<file path="config.mk">
export PLATFORM = sky130hd
export DESIGN_NAME = arctic_scanout
export DESIGN_NICKNAME = d
export VERILOG_FILES = /design/src/rtl/arctic_scanout.sv
export SDC_FILE = /design/constraint.sdc
export NUM_CORES = 1
export LEC_CHECK = 0
export ABC_AREA = 1
export CAP_MARGIN = 20
export CORE_MARGIN = 3
export CORE_UTILIZATION = 51
export CTS_CLUSTER_SIZE = 8
export DETAILED_ROUTE_END_ITERATION = 12
export PLACE_DENSITY = 0.9
export SLEW_MARGIN = 5
export SYNTH_ARGS = -nofsm -noshare
export SYNTH_HDL_FRONTEND = slang
export SYNTH_SLANG_ARGS = --single-unit
</file>
<file path="constraint.sdc">
create_clock -name clk -period 2.2 [get_ports clk]
set_input_delay 0.55 -clock clk [delete_from_list [all_inputs] [get_ports clk]]
set_output_delay 0.55 -clock clk [all_outputs]
set_load 0.005 [all_outputs]
</file>
<file path="src/rtl/arctic_scanout.sv">
// Snapshot readout stage: captures every node nibble into a shadow buffer and streams
// the frame two nodes per byte. Define ARCTIC_SCAN_HEADER_EN to prefix each frame with a count byte.
module arctic_scanout #(
    parameter int unsigned NODES = 16,
    parameter int unsigned N     = 3
) (
    input  logic                   clk,
    input  logic                   rst_n,
    input  logic [NODES*(N+1)-1:0] nodes_in,
    input  logic                   snap,
    output logic                   busy,
    output logic [7:0]             data_out,
    output logic                   out_valid,
    input  logic                   out_ready,
    output logic                   last,
    output logic                   overrun
);

    localparam int unsigned Bytes = NODES / 2;
    localparam int unsigned IdxW  = (Bytes > 1) ? $clog2(Bytes) : 1;
    localparam int unsigned W     = NODES * (N + 1);

    typedef enum logic [1:0] {StIdle, StHdr, StSend} state_e;

`ifdef ARCTIC_SCAN_HEADER_EN
    localparam state_e StFirst = StHdr;
`else
    localparam state_e StFirst = StSend;
`endif

    state_e            state_q, state_d;
    logic [W-1:0]      shadow_q, shadow_d;
    logic [IdxW-1:0]   idx_q, idx_d;
    logic [7:0]        data_q, data_d;
    logic              valid_q, valid_d;
    logic              last_q, last_d;
    logic              busy_q, busy_d;
    logic              overrun_q, overrun_d;
`ifdef ARCTIC_SCAN_HEADER_EN
    logic [3:0]        frame_cnt_q, frame_cnt_d;
`endif

    logic xfer, last_xfer, capture;

    assign xfer      = valid_q & out_ready;
    assign last_xfer = (state_q == StSend) & last_q & xfer;
    // A request is honoured when idle or exactly on the last-byte transfer.
    assign capture   = snap & ((state_q == StIdle) | last_xfer);

    always_ff @(posedge clk) begin
        if (!rst_n) begin
            state_q     <= StIdle;
            shadow_q    <= '0;
            idx_q       <= '0;
            data_q      <= 8'h00;
            valid_q     <= 1'b0;
            last_q      <= 1'b0;
            busy_q      <= 1'b0;
            overrun_q   <= 1'b0;
`ifdef ARCTIC_SCAN_HEADER_EN
            frame_cnt_q <= 4'h0;
`endif
        end else begin
            state_q     <= state_d;
            shadow_q    <= shadow_d;
            idx_q       <= idx_d;
            data_q      <= data_d;
            valid_q     <= valid_d;
            last_q      <= last_d;
            busy_q      <= busy_d;
            overrun_q   <= overrun_d;
`ifdef ARCTIC_SCAN_HEADER_EN
            frame_cnt_q <= frame_cnt_d;
`endif
        end
    end

    always_comb begin
        state_d   = state_q;
        idx_d     = idx_q;
        shadow_d  = shadow_q;
        overrun_d = overrun_q | (snap & busy_q & ~last_xfer);
        unique case (state_q)
            StIdle: begin
                if (capture) state_d = StFirst;
            end
            StHdr: begin
                if (xfer) state_d = StSend;
            end
            StSend: begin
                if (xfer) begin
                    if (last_q) state_d = capture ? StFirst : StIdle;
                    else        idx_d   = idx_q + 1'b1;
                end
            end
            default: state_d = StIdle;
        endcase
        if (capture) begin
            shadow_d = nodes_in;
            idx_d    = '0;
        end
`ifdef ARCTIC_SCAN_HEADER_EN
        frame_cnt_d = frame_cnt_q + {3'b000, capture};
`endif
    end

    // Outputs are registered, so they are derived from the next state.
    always_comb begin
        data_d  = 8'h00;
        valid_d = (state_d != StIdle);
        busy_d  = (state_d != StIdle);
        last_d  = 1'b0;
        unique case (state_d)
            StIdle: data_d = 8'h00;
            StHdr: begin
`ifdef ARCTIC_SCAN_HEADER_EN
                data_d = {4'hA, frame_cnt_q};
`endif
            end
            StSend: begin
                data_d = shadow_d[8*int'(idx_d) +: 8];
                last_d = (idx_d == IdxW'(Bytes - 1));
            end
            default: data_d = 8'h00;
        endcase
    end

    assign busy      = busy_q;
    assign data_out  = data_q;
    assign out_valid = valid_q;
    assign last      = last_q;
    assign overrun   = overrun_q;

endmodule

</file>
==> results of run 1 <==
==> layout make-up <==
cell class                 instances  area, um2  area share [%]
inverter                          42        158            3.10
tap                               96        120            2.36
timing repair buffer             114       1130            22.3
sequential                        80       1600            31.5
clock buffer                       9        124            2.44
clock inverter                     7       78.8            1.55
multi-input combinational        424       1870            36.8
==> through the flow <==
| stage | std cells | setup slack (ns) | hold slack [ns] |
|---|---|---|---|
| 2_1_floorplan | 579 | 0.382 | 0.447 |
| 3_3_place_gp | 756 | -0.170 | 0.454 |
| 3_5_place_dp | 756 | -0.274 | 0.457 |
| 4_1_cts | 772 | 0.0231 | 0.473 |
| 5_1_grt | 772 | -0.00728 | 0.501 |
| 6_report | 772 | 0.105 | 0.470 |
==> report_power, final <==
| part | leakage (uW) | switching, uW | total, uW | internal [uW] |
|---|---|---|---|---|
| clock network | 0.0000982 | 565 | 1100 | 538 |
| logic | 0.00165 | 354 | 673 | 319 |
| registers | 0.000658 | 31.6 | 1580 | 1540 |
==> flip-flops by register name, indices dropped and copies added (netlist names) <==
name      count
busy          1
data_out      8
idx_q         3
last          1
overrun       1
shadow_q     64
state_q       2
==> final timing paths <==
path                  end  slack [ns]  cells past startpoint
max           data_out[6]        0.10                     12
min          shadow_q[54]        0.47                      2
max reg2reg   data_out[6]        0.36                     11
min reg2reg  shadow_q[54]        0.47                      2
==> logic make-up (layout without fill, tap and decap cells) <==
family,Yosys count,after routing
and+or+nand+nor,365,365
DFF,80,80
buffers and inverters,75,172
AOI/OAI and AO/OA,58,58
adders and majority gates,1,1
==> tightest hold or removal path: cells and delay by family (launching register included) <==
kind,cells,cell delay (ns)
compound gates,1,0.06
flops,1,0.30
simple gates,1,0.07
==> cells in the final DEF, fill, tap and decap left out <==
cell type        Yosys  layout
clkinvlp_4           0       2
nand4_1              1       1
clkinv_2             0       1
nor2_1              62      61
buf_4                3      28
a22o_1               1       1
ha_1                 1       1
nor4_1               1       1
inv_2                4       4
o21ai_4              1       1
clkbuf_8             0       9
o21ai_1              9       9
inv_6                0       2
inv_1               37      37
o21ai_0              5       5
buf_12               0       6
buf_6                1       1
nand2_1            218     218
nor2_2               2       3
nand3_1             62      60
dfxtp_1             80      80
nand3_2              0       2
a31oi_1              2       2
bufinv_16            0       1
a21oi_1             39      39
clkinv_1             1       1
clkdlybuf4s50_1      0      79
nand3b_1            16      16
nor2_4               2       2
nand2_2              1       1
inv_8                0       1
o21bai_1             1       1
==> layer usage <==
layer	vias up	routed length [um]	global-route usage [%]
met2	131	4860	40.5
li1	2005	-	-
met3	17	607	5.17
met1	1769	4300	29.4
met4	0	180	8.29
met5	-	0	0
==> timing repair <==
item / CTS / global route
hold endpoints to repair: 0 / 0
endpoints found under the setup margin: 0 / 8
gates resized for setup: 0 / 4
==> flow_metrics.tcl, run 1 <==
set metrics [dict create \
    hpwl_um 7400 \
    crit_slowest_cell "clkdlybuf4s50_1" \
    syn_area_per_cell_um2 6.53 \
    max_cap_viol_count 0 \
    skew_ns 0.0143 \
    diodes 0 \
    start_util_pct 54.1 \
    cp-startpoint "out_ready" \
    maxSlewViolCount 0 \
    slowest_delay_ns 0.46 \
    fmax_mhz 477 \
    ios 80 \
    routedWlPerCell_um 12.9 \
    synth_common_cells "218 x nand2_1, 80 x dfxtp_1, 62 x nand3_1, 62 x nor2_1, 39 x a21oi_1" \
    worstReg2RegStart "busy" \
    place.gp.congestion 0.876 \
    clk_pin_slew_ns 0.08 \
    critPathKind "input port to flip-flop" \
    die_h_um 92.1 \
    synth-seq-cells 80 \
    grt_pass1_vias 3708 \
    hold_path_startpoint "shadow_q[54]" \
    synth.area.top_cells "dfxtp_1 42%, nand2_1 22%, nand3_1 8.2%" \
    drc 0 \
    fin_area_um2 5080 \
    drtIter0Drc 203 \
    tns_ns 0 \
    dr.pass1.iters 5 \
    die_area_um2 8480 \
    via_count 3922 \
    end_kind "flip-flop" \
    path_cells "clkdlybuf4s50_1, nand2_1, inv_1, nand3_1, nor2_1, nor2_4, inv_2, buf_4, nand3_1, nand3_1, nand2_1, nor2_1" \
    grt_start_max_net_pins 71 \
    post_dp_cell_area_um2 4870 \
    fp.dieW_um 92.1 \
    drtAntennaViolNets 0 \
    yosysMostFrequentCell "nand2_1" \
    portBuffers 79 \
    cts_tree "built" \
    root_buffer "clkbuf_8" \
    nNetsFinal 740 \
    status "completed" \
    wl_um 9950 \
    p_total_uw 3350 \
    finalCriticalPeriod_ns 2.10 \
    setup_viol 0 \
    synth_async_sr_flop_share_pct 0 \
    post-route-util_pct 72.8 \
    synthToLayoutAreaGrowth_pct 34.5 \
    cp_data_required_time_ns 2.49 \
    rows 30 \
    numCtsBuffers 9 \
    vdd_drop_max_uv 488 \
    cts_setup_buffers 0 \
    yosys.cell_types.count 25 \
    synth_top_family_by_area "simple AND/OR/NAND/NOR gates" \
    cts.sinks 80 \
    worstPathMaxFanout 9 \
    grt_overflow 0 \
    hold_violations 0 \
    leakagePower_uw 0.00241 \
    synthesis.area_um2 3780 \
    syn_nets 648 \
    clockBufferDepth 2 \
    critical_path_buf_inv_count 4 \
    yosys.area_share.adder_pct 0.331 \
    start_kind "input port" \
    yosysWarningCount 0 \
    grt_pass1_wl_um 16400 \
    slew_headroom_pct 77.9 \
    min_path_type "flip-flop to flip-flop" \
    synth_edf_count 0 \
    finalCritPeriodShare_pct 95.2 \
    vias_per_cell 5.08 \
    syn_inst 579 \
    grt_antenna_before_repair 0 \
    core-area_um2 6980 \
    synth_top_area_share_pct 42.4 \
    synth-compound-area-share_pct 8.21 \
    synth_mux_area_share_pct 0 \
    postCtsHoldBufs 0 \
    critical_path.top_delay_family "simple AND/OR/NAND/NOR gates" \
    drive_gt1_share_pct 9.47 \
    clk_latency_ns 0.36 \
    yosysTopAreaCell "dfxtp_1" \
    synth_seq_area_share_pct 42.4 \
    fillCellCount 608 \
    p_per_area_nw_per_um2 659 \
    track_usage_pct 23.7 \
    ctsHtreeMaxLevel 3 \
    cp.arrival_ns 2.38 \
    synth_xor_area_share_pct 0 \
    synthFlopType "dfxtp_1" \
    tightest_slew_ns 0.331 \
    cpMostUsedCell "nand3_1" \
    grt_setup_unrepaired "yes" \
    synth-simple-area-share_pct 40.6 \
]
(Power assumes the default switching activity.)
==> run 2, diff against run 1 <==
Settings changed: CORE_UTILIZATION 51 to 53, CTS_BUF_LIST set to sky130_fd_sc_hd__clkbuf_4 sky130_fd_sc_hd__clkbuf_8, PLACE_DENSITY 0.9 to 0.93.
==> flow_metrics.tcl, run 2 (same netlist as run 1, synthesis figures left out) <==
set metrics [dict create \
    dr.pass1.iters 7 \
    r2r_slack_ns 0.30 \
    p_per_area_nw_per_um2 673 \
    drive_gt1_share_pct 10.5 \
    min_path_type "flip-flop to flip-flop" \
    grt_pass1_wl_um 17300 \
    hold_path_startpoint "shadow_q[16]" \
    reg2regPathDepth 13 \
    fmax_mhz 469 \
    hpwl_um 7450 \
    slew_headroom_pct 74.5 \
    post-route-util_pct 75.4 \
    drtAntennaViolNets 0 \
    cts_tree "built" \
    vdd_drop_max_uv 326 \
    grt_overflow 0 \
    cpMostUsedCell "nand2_1" \
    diodes 0 \
    wl_um 10600 \
    grt_start_max_net_pins 42 \
    drtIter0Drc 305 \
    rows 30 \
    holdPathEnd "shadow_q[16]" \
    cp_data_required_time_ns 2.46 \
    track_usage_pct 26.1 \
    grt_antenna_before_repair 0 \
    critPathKind "input port to flip-flop" \
    start_kind "input port" \
    place.gp.congestion 0.879 \
    largest_reg_flops 64 \
    leakagePower_uw 0.00247 \
    finalCriticalPeriod_ns 2.13 \
    clockBufferDepth 2 \
    die_h_um 90.5 \
    tightest_slew_ns 0.383 \
    portBuffers 79 \
    synthToLayoutAreaGrowth_pct 37.0 \
    clk_latency_ns 0.36 \
    nNetsFinal 748 \
    skew_ns 0.00679 \
    hold_violations 0 \
    layout_common_cells "217 x nand2_1, 80 x dfxtp_1, 79 x clkdlybuf4s50_1, 62 x nor2_1, 61 x nand3_1" \
    core-area_um2 6870 \
    fp.dieW_um 90.5 \
    worstReg2RegStart "state_q[1]" \
    maxSlewViolCount 0 \
    max_cap_viol_count 0 \
    path_cells "clkdlybuf4s50_1, inv_1, nor2_2, nand2_4, nand2_1, nor2_4, buf_12, buf_12, buf_4, nand2_1, nand3_1, nand2_1, nor2_1" \
    end_kind "flip-flop" \
    p_total_uw 3480 \
    routedWlPerCell_um 13.6 \
    worstPathMaxFanout 21 \
    whs_path_depth 2 \
    die_area_um2 8180 \
    postCtsHoldBufs 0 \
    grt_pass1_vias 3776 \
    ios 80 \
    numCtsBuffers 9 \
    status "completed" \
    cts.sinks 80 \
    regMostFlops "shadow_q" \
    cp.arrival_ns 2.39 \
    slowest_delay_ns 0.48 \
    vias_per_cell 5.16 \
    ctsHtreeMaxLevel 3 \
    start_util_pct 55.0 \
    root_buffer "clkbuf_8" \
    via_count 4027 \
    mostFrequentLayoutCell "nand2_1" \
    crit_slowest_cell "clkdlybuf4s50_1" \
    clk_pin_slew_ns 0.08 \
    r2r-end "data_out[5]" \
    finalCritPeriodShare_pct 96.9 \
    setup_viol 0 \
    drc 0 \
]
[run 2: cell types whose count changed in the layout (fill, tap and decap cells not counted), moves of 2 or more]
cell	delta
buf_4	+7
clkbuf_8	+2
clkinvlp_4	-2
inv_6	-2
[run 2: worst max-delay path by stage]
| stage | startpoint | endpoint | slack (ns) | depth (start not counted) |
|---|---|---|---|---|
| after detailed placement | out_ready | data_out[4] | -0.34 | 13 |
| after CTS | out_ready | data_out[4] | 0.02 | 13 |
| after floorplan | out_ready | data_out[6] | 0.38 | 11 |
| final | snap | data_out[7] | 0.07 | 13 |
| after global placement | out_ready | data_out[4] | -0.25 | 13 |
| after global routing | snap | data_out[7] | -0.07 | 13 |
[run 2: timing repair]
action / CTS / global route
setup buffers: 0 / 2
endpoints found under the setup margin: 0 / 9
resized for setup: 0 / 7
[run 2: per-layer routing]
layer | track usage [%] | up-vias | part of all wire (%)
met3 | 5.58 | 24 | 6.0
met5 | 0 | - | 0
met4 | 9.69 | 0 | 2.8
met1 | 32.3 | 1837 | 41
li1 | - | 2019 | -
met2 | 44.4 | 147 | 50
[run 2: layout make-up]
| type | instances | area, um2 |
|---|---|---|
| multi-input cells | 424 | 1870 |
| fillers | 514 | 1690 |
| flip-flops and latches | 80 | 1600 |
| repair buffers | 122 | 1200 |
| inverters | 42 | 160 |
| clock buffers | 11 | 151 |
| well taps | 96 | 120 |
| clock inverters | 5 | 78.8 |
[run 2: through the flow]
stage               worst slack (ns)  cells  setup TNS (ns)  hold slack (ns)  instance area, um2
global route                 -0.0682    780          -0.323            0.493                5180
CTS                           0.0235    778               0            0.474                5130
floorplan                      0.382    579               0            0.447                3780
finish                        0.0683    780               0            0.471                5180
global placement              -0.247    762           -1.70            0.453                4900
detailed placement            -0.341    762           -2.78            0.463                4900
[run 2: worst max-delay path, delay by kind of cell]
family | cells | cell delay, ns
buffers and inverters | 5 | 0.96
and+or+nand+nor | 8 | 0.86
[run 2: report_power, final]
| group | switching, uW | leakage (uW) | internal (uW) |
|---|---|---|---|
| clock | 521 | 0.000119 | 699 |
| sequential | 32.8 | 0.000658 | 1540 |
| combinational | 361 | 0.00169 | 326 |
